[src/rtl/conway_board_driver.sv]
// rtl/conway_board_driver.sv - serial pattern loader, commit strobe and generation stepper for a Conway grid
module conway_board_driver #(
  parameter int ROWS     = 8,
  parameter int COLS     = 8,
  parameter int TICK_DIV = 4,
  parameter int GEN_W    = 16
) (
  input  logic                 clk,
  input  logic                 rst,
  input  logic                 start,
  input  logic                 in_valid,
  input  logic                 in_bit,
  output logic                 in_ready,
  input  logic                 run_en,
  output logic [ROWS*COLS-1:0] state_0,
  output logic                 grid_rst,
  output logic                 grid_ena,
  output logic                 loaded,
  output logic [GEN_W-1:0]     generation
);

  localparam int N     = ROWS * COLS;
  localparam int IDX_W = (N > 1) ? $clog2(N) : 1;
  localparam int TCK_W = (TICK_DIV > 1) ? $clog2(TICK_DIV) : 1;
  localparam logic [IDX_W-1:0] LAST_IDX  = IDX_W'(N - 1);
  localparam logic [TCK_W-1:0] LAST_TICK = TCK_W'(TICK_DIV - 1);

  typedef enum logic [1:0] {IDLE, LOAD, COMMIT, RUN} state_t;

  state_t           st;
  logic [IDX_W-1:0] index;
  logic [TCK_W-1:0] tick;

  always_ff @(posedge clk or negedge rst) begin
    if (!rst) begin
      st         <= IDLE;
      index      <= '0;
      tick       <= '0;
      state_0    <= '0;
      generation <= '0;
      in_ready   <= 1'b0;
      grid_rst   <= 1'b0;
      grid_ena   <= 1'b0;
      loaded     <= 1'b0;
    end else begin
      // Both grid strobes are single-cycle pulses; they are only ever set by one state at a time.
      grid_rst <= 1'b0;
      grid_ena <= 1'b0;
      case (st)
        IDLE: begin
          if (start) begin
            st       <= LOAD;
            index    <= '0;
            state_0  <= '0;
            in_ready <= 1'b1;
          end
        end
        LOAD: begin
          if (start) begin
            index   <= '0;
            state_0 <= '0;
          end else if (in_valid && in_ready) begin
            state_0[index] <= in_bit;
            if (index == LAST_IDX) begin
              st       <= COMMIT;
              in_ready <= 1'b0;
              grid_rst <= 1'b1;
            end else begin
              index <= index + 1'b1;
            end
          end
        end
        COMMIT: begin
          st         <= RUN;
          loaded     <= 1'b1;
          generation <= '0;
          tick       <= '0;
        end
        RUN: begin
          // generation is left alone on restart so it still reads the last run until the next commit.
          if (start) begin
            st       <= LOAD;
            loaded   <= 1'b0;
            index    <= '0;
            state_0  <= '0;
            in_ready <= 1'b1;
          end else if (run_en) begin
            if (tick == LAST_TICK) begin
              tick       <= '0;
              grid_ena   <= 1'b1;
              generation <= generation + 1'b1;
            end else begin
              tick <= tick + 1'b1;
            end
          end
        end
        default: st <= IDLE;
      endcase
    end
  end

endmodule
[config.mk]
export PLATFORM = sky130hd
export DESIGN_NAME = conway_board_driver
export DESIGN_NICKNAME = d
export VERILOG_FILES = /design/src/rtl/conway_board_driver.sv
export SDC_FILE = /design/constraint.sdc
export NUM_CORES = 1
export LEC_CHECK = 0
export CORE_ASPECT_RATIO = 0.6
export CORE_MARGIN = 2
export CORE_UTILIZATION = 47
export CTS_CLUSTER_DIAMETER = 120
export CTS_CLUSTER_SIZE = 12
export DETAILED_ROUTE_END_ITERATION = 8
export HOLD_SLACK_MARGIN = 0.15
export PLACE_DENSITY = 0.83
export SYNTH_ARGS = -nofsm -noshare
export SYNTH_HDL_FRONTEND = slang
export SYNTH_SLANG_ARGS = --single-unit
[constraint.sdc]
create_clock -name clk -period 2 [get_ports clk]
set_input_delay 0.3 -clock clk [delete_from_list [all_inputs] [get_ports clk]]
set_output_delay 0.3 -clock clk [all_outputs]
set_load 0.05 [all_outputs]
# Word-level counts from Yosys, hierarchy flattened
# Index checks and enable logic that the tools add are counted.
# word_totals
out_inout_bits,84
in_bits,6
ff_bits,94
# op_classes
addsub,3
eq_ne,15
muxes,40
magnitude_cmp,2
reduce_logical,13
# ops
op,count
$mux 64,3
$pmux 64 s2,1
$bwmux 64,1
$mux 16,3
$pmux 16 s2,1
$mux 6,4
$add 16x1->16 const B,1
$mux 1,14
$mux 2,7
$ne 2x2->1 const B,7
$pmux 6 s2,1
$reduce_and 4->1,3
$lt 6x7->1 const B,1
$add 6x1->6 const B,1
$demux 1 s6,1
$eq 2x2->1 const B,3
$eq 6x6->1 const B,1
$ge 6x1->1 const B,1
$ne 3x3->1 const B,2
$pmux 2 s3,1
$reduce_and 3->1,2
$reduce_and 5->1,1
$pmux 1 s2,2
$pmux 2 s2,1
other kinds (8),10

# Logic depth before layout (Yosys ltp)
# Gate-level depths: netlist of the first run.
# depth
ltp_word,8
ltp_mapped,8
depth_no_buf,6

# Worst setup path before layout of the first run
# No wires, ideal clock.
# synth_timing
path_type,register to register
start,register in_ready
end,register index[4]
path_slack_ns,-0.055
n_path_buf,2
synth_period_minus_slack_ns,2.055
required_ns,1.863
path_stages_with_launch,7
arrival_ns,1.919
cell_sequence,dfrtp_1 > nand2_1 > a311o_1 > clkbuf_1 > clkbuf_1 > o31ai_1 > o41ai_1
# synth_between
elab_chain_len,3
# synth_rtl
item,line_no,rtl
start: declaration,13,"output logic in_ready,"
start signal: assignment,41,in_ready <= 1'b0;
start signal: assignment,55,in_ready <= 1'b1;
start signal: assignment,66,in_ready <= 1'b0;
$logic_and 1x1->1,62,end else if (in_valid && in_ready) begin
$ne 3x3->1 (no line),-,
$reduce_and 4->1 (no line),-,
end signal: assignment,69,index <= index + 1'b1;
end: declaration,31,logic [IDX_W-1:0] index;
# Every way passes these cells.
# A chain may end at the register's enable or synchronous reset.

# Worst setup path after layout of the first run
# layout_timing
start,register st[1]
end,register state_0[8]
# layout_between
elab_chain_len,4
word_cells_on_any_way,9
classes_between,eq/ne (4); mux (1); reduce/logical (4)
# layout_rtl
item,line_no,rtl
start: declaration,30,state_t st;
start signal: assignment,36,st <= IDLE;
start signal: assignment,52,st <= LOAD;
start signal: assignment,65,st <= COMMIT;
$eq 2x2->1 or $logic_not 2->1 (tied branches),49,case (st)
$reduce_or 2->1 (no line),-,
$ne 2x1->1 (no line) or $reduce_bool 2->1 (tied branches),-,
$reduce_and 3->1 (no line),-,
end signal: indexed assignment,63,state_0[index] <= in_bit;
end: declaration,15,"output logic [ROWS*COLS-1:0] state_0,"
# Parallel ways exist; a longest one is shown, timed or not.

==> results of run 1 <==
-- per-stage QoR --
stage | utilization (%) | hold slack [ns] | instance area [sq um] | setup slack [ns]
after floorplan | - | 0.00441 | 4630 | 0.0453
after global placement | 62.6 | 0.287 | 5860 | -0.113
after detailed placement | 62.6 | 0.294 | 5860 | -0.222
after CTS | 65.9 | 0.470 | 6160 | 0.00478
after global routing | 68.3 | 0.495 | 6390 | -0.0720
final | 68.3 | 0.459 | 6390 | -0.0229
-- kinds of logic (layout without fill, tap and decap cells) --
group | count (synthesis) | after routing | share of synthesized area [%]
DFF | 94 | 94 | 51.0
muxes | 2 | 2 | 0.488
buffers and inverters | 45 | 160 | 4.20
AOI/OAI and AO/OA | 232 | 232 | 27.2
and+or+nand+nor | 103 | 103 | 13.6
adders and majority gates | 7 | 7 | 1.90
xor gates and xnor gates | 8 | 8 | 1.52
-- cells in the mapped netlist (2+ instances only) --
cell type,n
a21oi_1,73
a22o_1,2
a31oi_1,2
and3_1,4
and3b_1,6
and4_1,3
buf_2,4
buf_6,2
clkbuf_1,28
dfrtp_1,94
ha_1,7
inv_1,8
mux2_2,2
nand2_1,20
nand2_2,2
nand2_4,6
nand2b_1,3
nand3_1,12
nand4_1,5
nor2_1,17
nor2b_1,7
nor3_1,2
nor3b_1,2
nor3b_2,4
nor4_1,2
o21ai_0,103
o21ai_1,32
o31ai_1,7
o41ai_1,3
or3_1,3
or4_1,2
xor2_1,7
-- registers in the layout (all words and copies together) (netlist names) --
signal and count:
state_0 64, generation 16, index 6, st 2, tick 2, grid_ena 1
grid_rst 1, in_ready 1, loaded 1
-- path summary, 6_finish.rpt --
check | slack, ns | end | start | depth (start not counted)
max | -0.02 | state_0[8] | st[1] | 7
min | 0.46 | generation[15] | rst | 2
max reg2reg | -0.02 | state_0[8] | st[1] | 7
min reg2reg | 0.50 | state_0[46] | state_0[46] | 2
max in group asynchronous | 0.90 | state_0[46] | rst | 3
min in group clk | 0.50 | state_0[46] | state_0[46] | 2
-- power by group through the flow --
stage          registers, uW  clock network [uW]  logic [uW]
2_1_floorplan           2280                   0        1320
3_3_place_gp            2110                   0        2180
3_5_place_dp            2120                   0        2280
4_1_cts                 2090                1730        2310
5_1_grt                 2110                1820        2950
6_report                2090                1730        2790
-- repair_timing --
| item | in CTS | in global routing |
|---|---|---|
| pin swaps | 1 | 7 |
| gates cloned | 0 | 2 |
| setup buffers | 0 | 3 |
| hold buffers | 1 | 0 |
| endpoints found under the hold margin | 34 | 0 |
| setup endpoints to repair | 61 | 71 |
| resized for setup | 5 | 100 |
-- cell type report --
cell class / count / area share (%)
clock inverter: 5 / 0.920
clock buffer: 11 / 3.64
multi-input combinational: 352 / 34.8
timing repair buffer: 135 / 20.7
tap: 130 / 2.54
sequential: 94 / 36.8
inverter: 9 / 0.528
-- routing by layer --
layer,part of all wire [%],wire (um),GRT usage [%],vias up
met1,41,6240,38.5,2246
met2,46,7020,44.0,305
met3,11,1670,7.30,32
met4,1.6,248,8.04,0
met5,0,0,0,-
li1,-,-,-,2007
==> impl_metrics.tcl, run 1 <==
set metrics [dict create \
    ys_types 49 \
    netlist_area_sq_um 4610 \
    start_util_pct 49.3 \
    drt_pass1_iterations 6 \
    grt_max_degree 71 \
    io_pins 90 \
    antenna_found_initial 0 \
    relSlewSlack_pct 58.1 \
    synth_top_area_cell "dfrtp_1" \
    die_height_um 80.7 \
    root_buffer "clkbuf_16" \
    power.internal_uw 3990 \
    setup_viol 5 \
    synth_nets 504 \
    fin_skew_ns 0.00872 \
    p_sw_share_pct 39.7 \
    areaGrowthSynthToFinish_pct 38.7 \
    failed_checks "negative setup slack" \
    postLayoutSetupSlackWorst_ns -0.0229 \
    hold_violations 0 \
    grt_pass1_wl_um 22900 \
    ys_ff_latch 94 \
    p_total_uw 6620 \
    fin_crit_ns 2.02 \
    leakage_uw 0.00283 \
    stdcell_count 736 \
    clk_latency_ns 0.35 \
    ir_drop_v 0.000625 \
    cp_max_fo 31 \
    antenna_cells 0 \
    track_usage_pct 27.9 \
    synth_top_area_share_pct 51.0 \
    die_w_um 132 \
    dp_hpwl_um 9600 \
    synth_area_leaders "dfrtp_1 51%, o21ai_0 11%, a21oi_1 7.9%" \
    crit_type "reg -> reg" \
    seq_power_share_pct 31.6 \
    syn_area_per_cell_sq_um 9.39 \
    hold_path.class "in -> async" \
    setup-tns-final_ns -0.0494 \
    power_frac_comb_pct 42.2 \
    critPathRequiredTime_ns 2.23 \
    outcome "complete, but fails checks" \
    power_density_nw_per_um2 1030 \
    gp_congestion 0.932 \
    cap_violations 0 \
    finalWirelength_um 15200 \
    grt_overflow 0 \
    cts_buffers 9 \
    crit_slowest_cell "a311o_2" \
    critPathMaxStageDelay_ns 0.43 \
    drt_iter0_drc 608 \
    switchingPower_uw 2630 \
    max_freq_ghz 0.494 \
    wl_per_cell_um 20.6 \
    seq_area_sq_um 2350 \
    worstPathArrival_ns 2.25 \
    row_count 27 \
    drv_slew 0 \
    async_flop_share_pct 100 \
    final_common_cell "dfrtp_1" \
    final_cell_mix "93 x dfrtp_1, 86 x clkdlybuf4s50_1, 77 x o21ai_1, 73 x a21oi_1, 38 x buf_4" \
    path_cells "ha_4 > buf_4 > nor2b_1 > a311o_2 > clkbuf_16 > o21ai_1 > o21ai_2" \
    rsz0062_at_grt "yes" \
    cts_tree "built" \
    portBuffers 89 \
    numPlacedInstances 714 \
    nFillCells 669 \
    yosysSeqAreaShare_pct 51.0 \
    cp-start-kind "flip-flop" \
    cp-end-kind "flip-flop" \
    drc 0 \
    clk_path_buf_depth 2 \
    yosysWarningCount 0 \
    coreArea_sq_um 9360 \
    path_clk_slew_ns 0.06 \
    synth_edf_count 0 \
    synth_ff_type "dfrtp_1" \
    multi_input_comb_area_sq_um 2230 \
    dieArea_sq_um 10600 \
    final_antenna_net_count 0 \
    layout-drive-gt1-share_pct 18.5 \
    fin_crit_sh_pct 101 \
    worstMarginPinSlew_ns 0.629 \
    finalNetCount 614 \
    grt_pass1_vias 4264 \
    power_frac_clock_pct 26.2 \
    path_buf_inv 2 \
    clock-sinks 94 \
    syn_inst 491 \
    dr_total_vias 4590 \
    vias_per_cell 6.24 \
    crit_family "compound AO/OA/AOI/OAI gates" \
    h-tree-depth 3 \
]
No activity file was read; power rests on OpenSTA's default activity.
==> run 2, diff against run 1 <==
--- a/config.mk
+++ b/config.mk
@@ -5,6 +5,7 @@
 export SDC_FILE = /design/constraint.sdc
 export NUM_CORES = 1
 export LEC_CHECK = 0
+export ABC_CLOCK_PERIOD_IN_PS = 2000
 export CORE_ASPECT_RATIO = 0.6
 export CORE_MARGIN = 2
 export CORE_UTILIZATION = 47
==> results of run 2 <==
Same layout as run 1: the final DEF is identical, and so are final timing and power.
